[src/rtl/sa_pkg.sv]
`default_nettype none
// +----------------------------------------------------------------------+
// | sa_pkg                                                               |
// | Shared types and requantization helper for the drain stage.         |
// | Revision: 1.0                                                        |
// +----------------------------------------------------------------------+
package sa_pkg;

    typedef enum logic [1:0] {
        IDLE  = 2'd0,
        RUN   = 2'd1,
        FLUSH = 2'd2
    } state_t;

    localparam int unsigned c_max_rows = 256;
    localparam int unsigned c_row_w    = $clog2(c_max_rows + 1);

    function automatic int unsigned row_cnt_w(input int unsigned max_rows);
        return $clog2(max_rows + 1);
    endfunction

    // Returns {saturated, clamped value sign-extended to 32 bits}.
    function automatic logic [32:0] requant(
        input logic signed [31:0] x,
        input logic [7:0]         shift,
        input int unsigned        ow
    );
        logic signed [31:0] y;
        logic signed [31:0] hi;
        logic signed [31:0] lo;
        y  = x >>> shift;
        hi = (32'sd1 <<< (ow - 1)) - 32'sd1;
        lo = -hi - 32'sd1;
        if (y > hi)
            return {1'b1, hi};
        else if (y < lo)
            return {1'b1, lo};
        return {1'b0, y};
    endfunction

endpackage
`default_nettype wire

[src/rtl/col_fifo.sv]
`default_nettype none
// +----------------------------------------------------------------------+
// | col_fifo                                                             |
// | Per-column first-word fall-through FIFO with registered storage.    |
// | Revision: 1.0                                                        |
// +----------------------------------------------------------------------+
module col_fifo #(
    parameter int w     = 19,
    parameter int depth = 8
) (
    input  logic         clk_i,
    input  logic         rst_ni,
    input  logic         push,
    input  logic         pop,
    input  logic [w-1:0] din,
    output logic [w-1:0] dout,
    output logic         full,
    output logic         empty
);

    localparam int c_aw = $clog2(depth);

    logic [c_aw:0]  r_wptr;
    logic [c_aw:0]  r_rptr;
    logic [w-1:0]   r_mem [depth];
    logic           w_rd;
    logic           w_wr;

    assign empty = (r_wptr == r_rptr);
    assign full  = (r_wptr[c_aw] != r_rptr[c_aw]) &&
                   (r_wptr[c_aw-1:0] == r_rptr[c_aw-1:0]);
    assign w_rd  = pop && !empty;
    // A pop frees the head slot this cycle, so a full FIFO can still accept.
    assign w_wr  = push && (!full || w_rd);
    assign dout  = r_mem[r_rptr[c_aw-1:0]];

    always_ff @(posedge clk_i) begin
        if (!rst_ni) begin
            r_wptr <= '0;
            r_rptr <= '0;
        end else begin
            if (w_wr)
                r_wptr <= r_wptr + 1'b1;
            if (w_rd)
                r_rptr <= r_rptr + 1'b1;
        end
    end

    always_ff @(posedge clk_i) begin
        if (w_wr)
            r_mem[r_wptr[c_aw-1:0]] <= din;
    end

endmodule
`default_nettype wire

[src/rtl/mac_drain.sv]
`default_nettype none
// +----------------------------------------------------------------------+
// | mac_drain                                                            |
// | Re-aligns skewed PE columns into requantized rows, counts per frame. |
// | Revision: 1.0                                                        |
// +----------------------------------------------------------------------+
module mac_drain
    import sa_pkg::*;
#(
    parameter int array_width = 8,
    parameter int mac_w       = 19,
    parameter int out_w       = 8,
    parameter int fifo_depth  = 8,
    parameter int max_rows    = c_max_rows
) (
    input  logic                                 clk_i,
    input  logic                                 rst_ni,
    input  logic                                 start_vi,
    input  logic [$clog2(max_rows+1)-1:0]        rows_i,
    input  logic [$clog2(mac_w)-1:0]             shift_i,
    input  logic [array_width-1:0][mac_w-1:0]    mac_i,
    input  logic [array_width-1:0]               mac_v_i,
    output logic [array_width-1:0][out_w-1:0]    row_o,
    output logic                                 row_v_o,
    input  logic                                 row_ready_i,
    output logic                                 busy_o,
    output logic                                 done_o,
    output logic                                 ovf_o,
    output logic                                 sat_o
);

    localparam int c_cnt_w = row_cnt_w(max_rows);
    localparam int c_sh_w  = $clog2(mac_w);

    state_t                             r_state;
    state_t                             w_state_nxt;
    logic [c_cnt_w-1:0]                 r_rows;
    logic [c_cnt_w-1:0]                 r_cnt;
    logic [c_sh_w-1:0]                  r_shift;
    logic                               r_ovf;
    logic                               r_sat;
    logic [array_width-1:0]             w_push;
    logic [array_width-1:0]             w_pop;
    logic [array_width-1:0]             w_full;
    logic [array_width-1:0]             w_empty;
    logic [array_width-1:0]             w_lane_sat;
    logic [array_width-1:0][mac_w-1:0]  w_head;
    logic [array_width-1:0][out_w-1:0]  w_lane;
    logic                               w_fire;
    logic                               w_last;
    logic                               w_drained;
    logic                               w_row_v;
    logic                               w_done;
    logic                               w_busy;
    logic                               w_start;

    assign w_drained = &w_empty;
    assign w_fire    = w_row_v && row_ready_i;
    assign w_last    = (r_cnt == r_rows - 1'b1);

    for (genvar c = 0; c < array_width; c++) begin : g_col
        logic signed [31:0] w_val;
        logic               w_sat;

        assign w_push[c] = (r_state == RUN) && mac_v_i[c];
        // FLUSH empties leftovers column by column; RUN pops all lanes together.
        assign w_pop[c]  = (r_state == FLUSH) ? !w_empty[c] : w_fire;

        col_fifo #(
            .w     (mac_w),
            .depth (fifo_depth)
        ) u_fifo (
            .clk_i  (clk_i),
            .rst_ni (rst_ni),
            .push   (w_push[c]),
            .pop    (w_pop[c]),
            .din    (mac_i[c]),
            .dout   (w_head[c]),
            .full   (w_full[c]),
            .empty  (w_empty[c])
        );

        always_comb begin
            {w_sat, w_val} = requant(32'(signed'(w_head[c])), 8'(r_shift), out_w);
        end

        assign w_lane[c]     = out_w'(w_val);
        assign w_lane_sat[c] = w_sat;
    end

    always_ff @(posedge clk_i) begin
        if (!rst_ni)
            r_state <= IDLE;
        else
            r_state <= w_state_nxt;
    end

    always_comb begin
        w_state_nxt = r_state;
        case (r_state)
            IDLE:    if (start_vi)          w_state_nxt = RUN;
            RUN:     if (w_fire && w_last)  w_state_nxt = FLUSH;
            FLUSH:   if (w_drained)         w_state_nxt = IDLE;
            default:                        w_state_nxt = IDLE;
        endcase
    end

    always_comb begin
        w_busy  = 1'b0;
        w_row_v = 1'b0;
        w_done  = 1'b0;
        w_start = 1'b0;
        case (r_state)
            IDLE:  w_start = start_vi;
            RUN: begin
                w_busy  = 1'b1;
                w_row_v = ~|w_empty;
            end
            FLUSH: begin
                w_busy = 1'b1;
                w_done = w_drained;
            end
            default: ;
        endcase
    end

    always_ff @(posedge clk_i) begin
        if (!rst_ni) begin
            r_rows  <= '0;
            r_cnt   <= '0;
            r_shift <= '0;
            r_ovf   <= 1'b0;
            r_sat   <= 1'b0;
        end else if (w_start) begin
            r_rows  <= (rows_i == '0) ? c_cnt_w'(1) : rows_i;
            r_cnt   <= '0;
            r_shift <= shift_i;
            r_ovf   <= 1'b0;
            r_sat   <= 1'b0;
        end else begin
            if (w_fire)
                r_cnt <= r_cnt + 1'b1;
            if (|(w_push & w_full & ~w_pop))
                r_ovf <= 1'b1;
            if (w_fire && |w_lane_sat)
                r_sat <= 1'b1;
        end
    end

    assign row_o   = w_row_v ? w_lane : '0;
    assign row_v_o = w_row_v;
    assign busy_o  = w_busy;
    assign done_o  = w_done;
    assign ovf_o   = r_ovf;
    assign sat_o   = r_sat;

endmodule
`default_nettype wire

[config.mk]
export PLATFORM = sky130hd
export DESIGN_NAME = mac_drain
export DESIGN_NICKNAME = d
export VERILOG_FILES = /design/src/rtl/sa_pkg.sv /design/src/rtl/col_fifo.sv /design/src/rtl/mac_drain.sv
export SDC_FILE = /design/constraint.sdc
export NUM_CORES = 2
export LEC_CHECK = 0
export ABC_AREA = 1
export ABC_CLOCK_PERIOD_IN_PS = 6930
export CAP_MARGIN = 20
export CORE_MARGIN = 1.5
export CORE_UTILIZATION = 34
export CTS_CLUSTER_DIAMETER = 80
export DETAILED_ROUTE_END_ITERATION = 12
export SYNTH_ARGS = -nofsm -noshare
export SYNTH_HDL_FRONTEND = slang
export SYNTH_HIERARCHICAL = 1
export SYNTH_SLANG_ARGS = --single-unit
[constraint.sdc]
create_clock -name clk_i -period 6.93 [get_ports clk_i]
set_input_delay 2.079 -clock clk_i [delete_from_list [all_inputs] [get_ports clk_i]]
set_output_delay 2.079 -clock clk_i [all_outputs]
set_load 0.005 [all_outputs]
==> results.md <==
* Die X-Extent at 428 um
* Max-slew violations at 0
* Distinct cells, synth at 54
* Yosys warning count at 6
* Final Wtd Congestion at 0.889
* Final wirelength at 177,000 um
* Routed Antenna Nets at 0
* Slew headroom at 27.1%
* DRC Markers at 0
* CTS Hold Buffers Added at 0
* Syn Area/Cell at 9.97 um^2
* Clock Latency Late Sink at 800 ps
* Tot GR Track Use at 18.9%
* Vias per cell at 5.18
* Fin crit period at 6670 ps
* Number of nets in the layout at 6,569
* Worst slack, placed at 601 ps
* Initial Util at 34.3%
* Startpoint types: flop
* Reg2reg start: g_col[7].u_fifo/r_rptr[3]
* Share of cells above drive strength 1 at 8.82%
* Worst-path maximum fanout at 32
* Initial antenna violation count at 34
* CTS Buffer Depth at 3
* Total number of vias at 45.9k
* Fmax at 0.150 GHz
* CTS Buf Count at 153
* Lkg Pwr at 25.9 nW
* Drt wl/cell at 19.9 um
* # IOs at 247
* Die Ht at 428 um
* Max Clock Skew at 39.2 ps
* WHS at 457 ps
* Yosys top cell by area: edfxtp_1
* Setup Fix Bufs, Post-CTS at 0
* H-tree depth at 4
* Setup CP Type: reg2out
* Mapped Nets at 6,355
* FFs w/ async S/R, synth at 0%
* Clock Sinks at 1,331
* Min-delay src: sat_o
* Number of global-route vias before repair at 42.7k
* Max cap viols at 0
* Post-Syn Instances at 6,154
* Critical Path AT at 4590 ps
* Setup TNS at 0 ps
* Port Buffers at 246
* Ys flop type: edfxtp_1
* Total design power at 0.0214 W
* GR Overflow Total at 0
* Max VDD drop at 0.211 mV
* Register area share after synthesis at 63.3%
* Status: finished clean
* Most frequent cells in the layout: nand2_1 (1,424), edfxtp_1 (1,216), nor2_1 (1,005), o21ai_0 (542), nand3_1 (393)
* Layout area overhead at 16.9%
* Commonest non-fill, non-tap cell in the layout: nand2_1
* Final setup margin at 257 ps
* Core area at 0.179 mm^2
* Period utilization at 96.3%
* RSZ-0062 raised after global routing: yes
* Floorplan row count at 155
* Critical Path End Type: output port
* Post-synth top area share at 59.5%
* Min-delay worst type: reg2reg
* Reg clk slew, reported paths at 60 ps
* Initial DRC count at 4,064
* First-pass GRT wire length at 263,000 um
* PwrDens at 299 mW/mm^2
* FF+latch count, synth at 1,331
* Detailed placer's ending HPWL at 111,000 um
* Final Hold Violating Endpoints at 0
* Worst slew pin tran at 1080 ps
* # setup viols final at 0
* Worst EP required at 4850 ps
* CTS root buffer: clkbuf_16
* Top cells by area, synth: edfxtp_1 (60%), nand2_1 (8.7%), nor2_1 (6.5%)
* Syn Std Cell Area at 0.0613 mm^2
* Fillers at 17.1k
* Largest net degree at the start of global routing at 156
* Die area at 0.183 mm^2
* CTS tree: built
* Number of synthesized flops with an enable pin at 1,216
* Drt first pass iters at 6
where the power goes:
part | switching (W) | internal (W) | total [W]
Sequential | 0.000147 | 0.00905 | 0.00920
Combinational | 0.00304 | 0.00132 | 0.00436
Clock | 0.00325 | 0.00461 | 0.00786
stage by stage:
| stage | utilization (%) | area (um^2) | instances |
|---|---|---|---|
| after detailed placement | 37.2 | 66600 | 8566 |
| final | 40.1 | 71700 | 8859 |
| after CTS | 40.0 | 71500 | 8846 |
| after global routing | 40.1 | 71700 | 8855 |
| after floorplan | - | 61300 | 6154 |
| after global placement | 37.2 | 66600 | 8566 |
worst max-delay path, stage by stage, from the launching register on:
cell	delay [ps]
dfxtp_2	340
inv_4	260
buf_4	310
nor2_1	50
o21ai_0	180
a21oi_1	60
a31oi_1	340
nand2_1	130
nand3_1	170
nand3_1	90
o21ai_1	180
nand2_1	80
nand3_1	100
inv_1	50
nor2_1	110
nand3_1	70
nand2_1	80
nand2_1	170
o21ai_0	420
clkdlybuf4s50_1	600
logic make-up after synthesis:
kind of cell    after synthesis  share of synthesized area, %
compound gates             1174                          10.9
simple gates               2984                          19.9
flops                      1331                          63.3
fa+ha+maj                    23                         0.469
buf+inv                     573                          4.21
mux                          17                         0.277
xor+xnor                     52                         0.877
metal layers:
metal | global-route usage [%] | vias to the layer above | wire length (um)
met5 | 0 | - | 183
met4 | 7.82 | 28 | 6280
met3 | 3.43 | 330 | 11000
met2 | 30.8 | 1433 | 83800
met1 | 24.7 | 22100 | 75200
li1 | - | 22000 | -
timing repair:
action / CTS / global route
gates resized for setup: 6 / 50
cloned: 0 / 2
endpoints found under the setup margin: 4 / 50
worst paths after layout:
kind / cells past startpoint / to / slack, ps
worst max-delay path: 19 / row_o[21] / 260
worst min register to register: 2 / sat_o / 460
worst min-delay path: 2 / sat_o / 460
worst max register to register: 15 / g_col[7].u_fifo/r_mem[3][16] / 2050
synthesized netlist by cell type, drive strengths merged, types with 8 or more instances:
master / number
nand2: 1455
dfxtp: 115
a21oi: 210
inv: 220
o21ai: 664
a31oi: 98
edfxtp: 1216
ha: 23
nor3: 8
o32ai: 114
o211ai: 19
a221oi: 38
nor2: 1081
nand4: 14
nand3: 409
mux2i: 17
xor2: 27
clkinv: 10
a211oi: 10
buf: 216
clkbuf: 127
xnor2: 25
sequential cells by signal (all words and copies together), names as in the netlist, named ones only:
signal,count
sat_o,1
g_col.u_fifo/r_rptr,32
ovf_o,1
g_col.u_fifo/r_wptr,32
g_col.u_fifo/r_mem,1216
r_shift,5
r_cnt,9
r_rows,9
r_state,2
final cells by class:
type / count / area (um^2) / share of cell area [%]
diodes: 11 / 27.5 / 0.0384
clock buffers: 203 / 4200 / 5.85
clock inverters: 77 / 713 / 0.995
inverters: 230 / 892 / 1.24
multi-input cells: 4250 / 20200 / 28.1
flip-flops and latches: 1331 / 38900 / 54.2
well taps: 2355 / 2950 / 4.11
repair buffers: 402 / 3910 / 5.45
No activity file was read; power rests on OpenSTA's default activity.
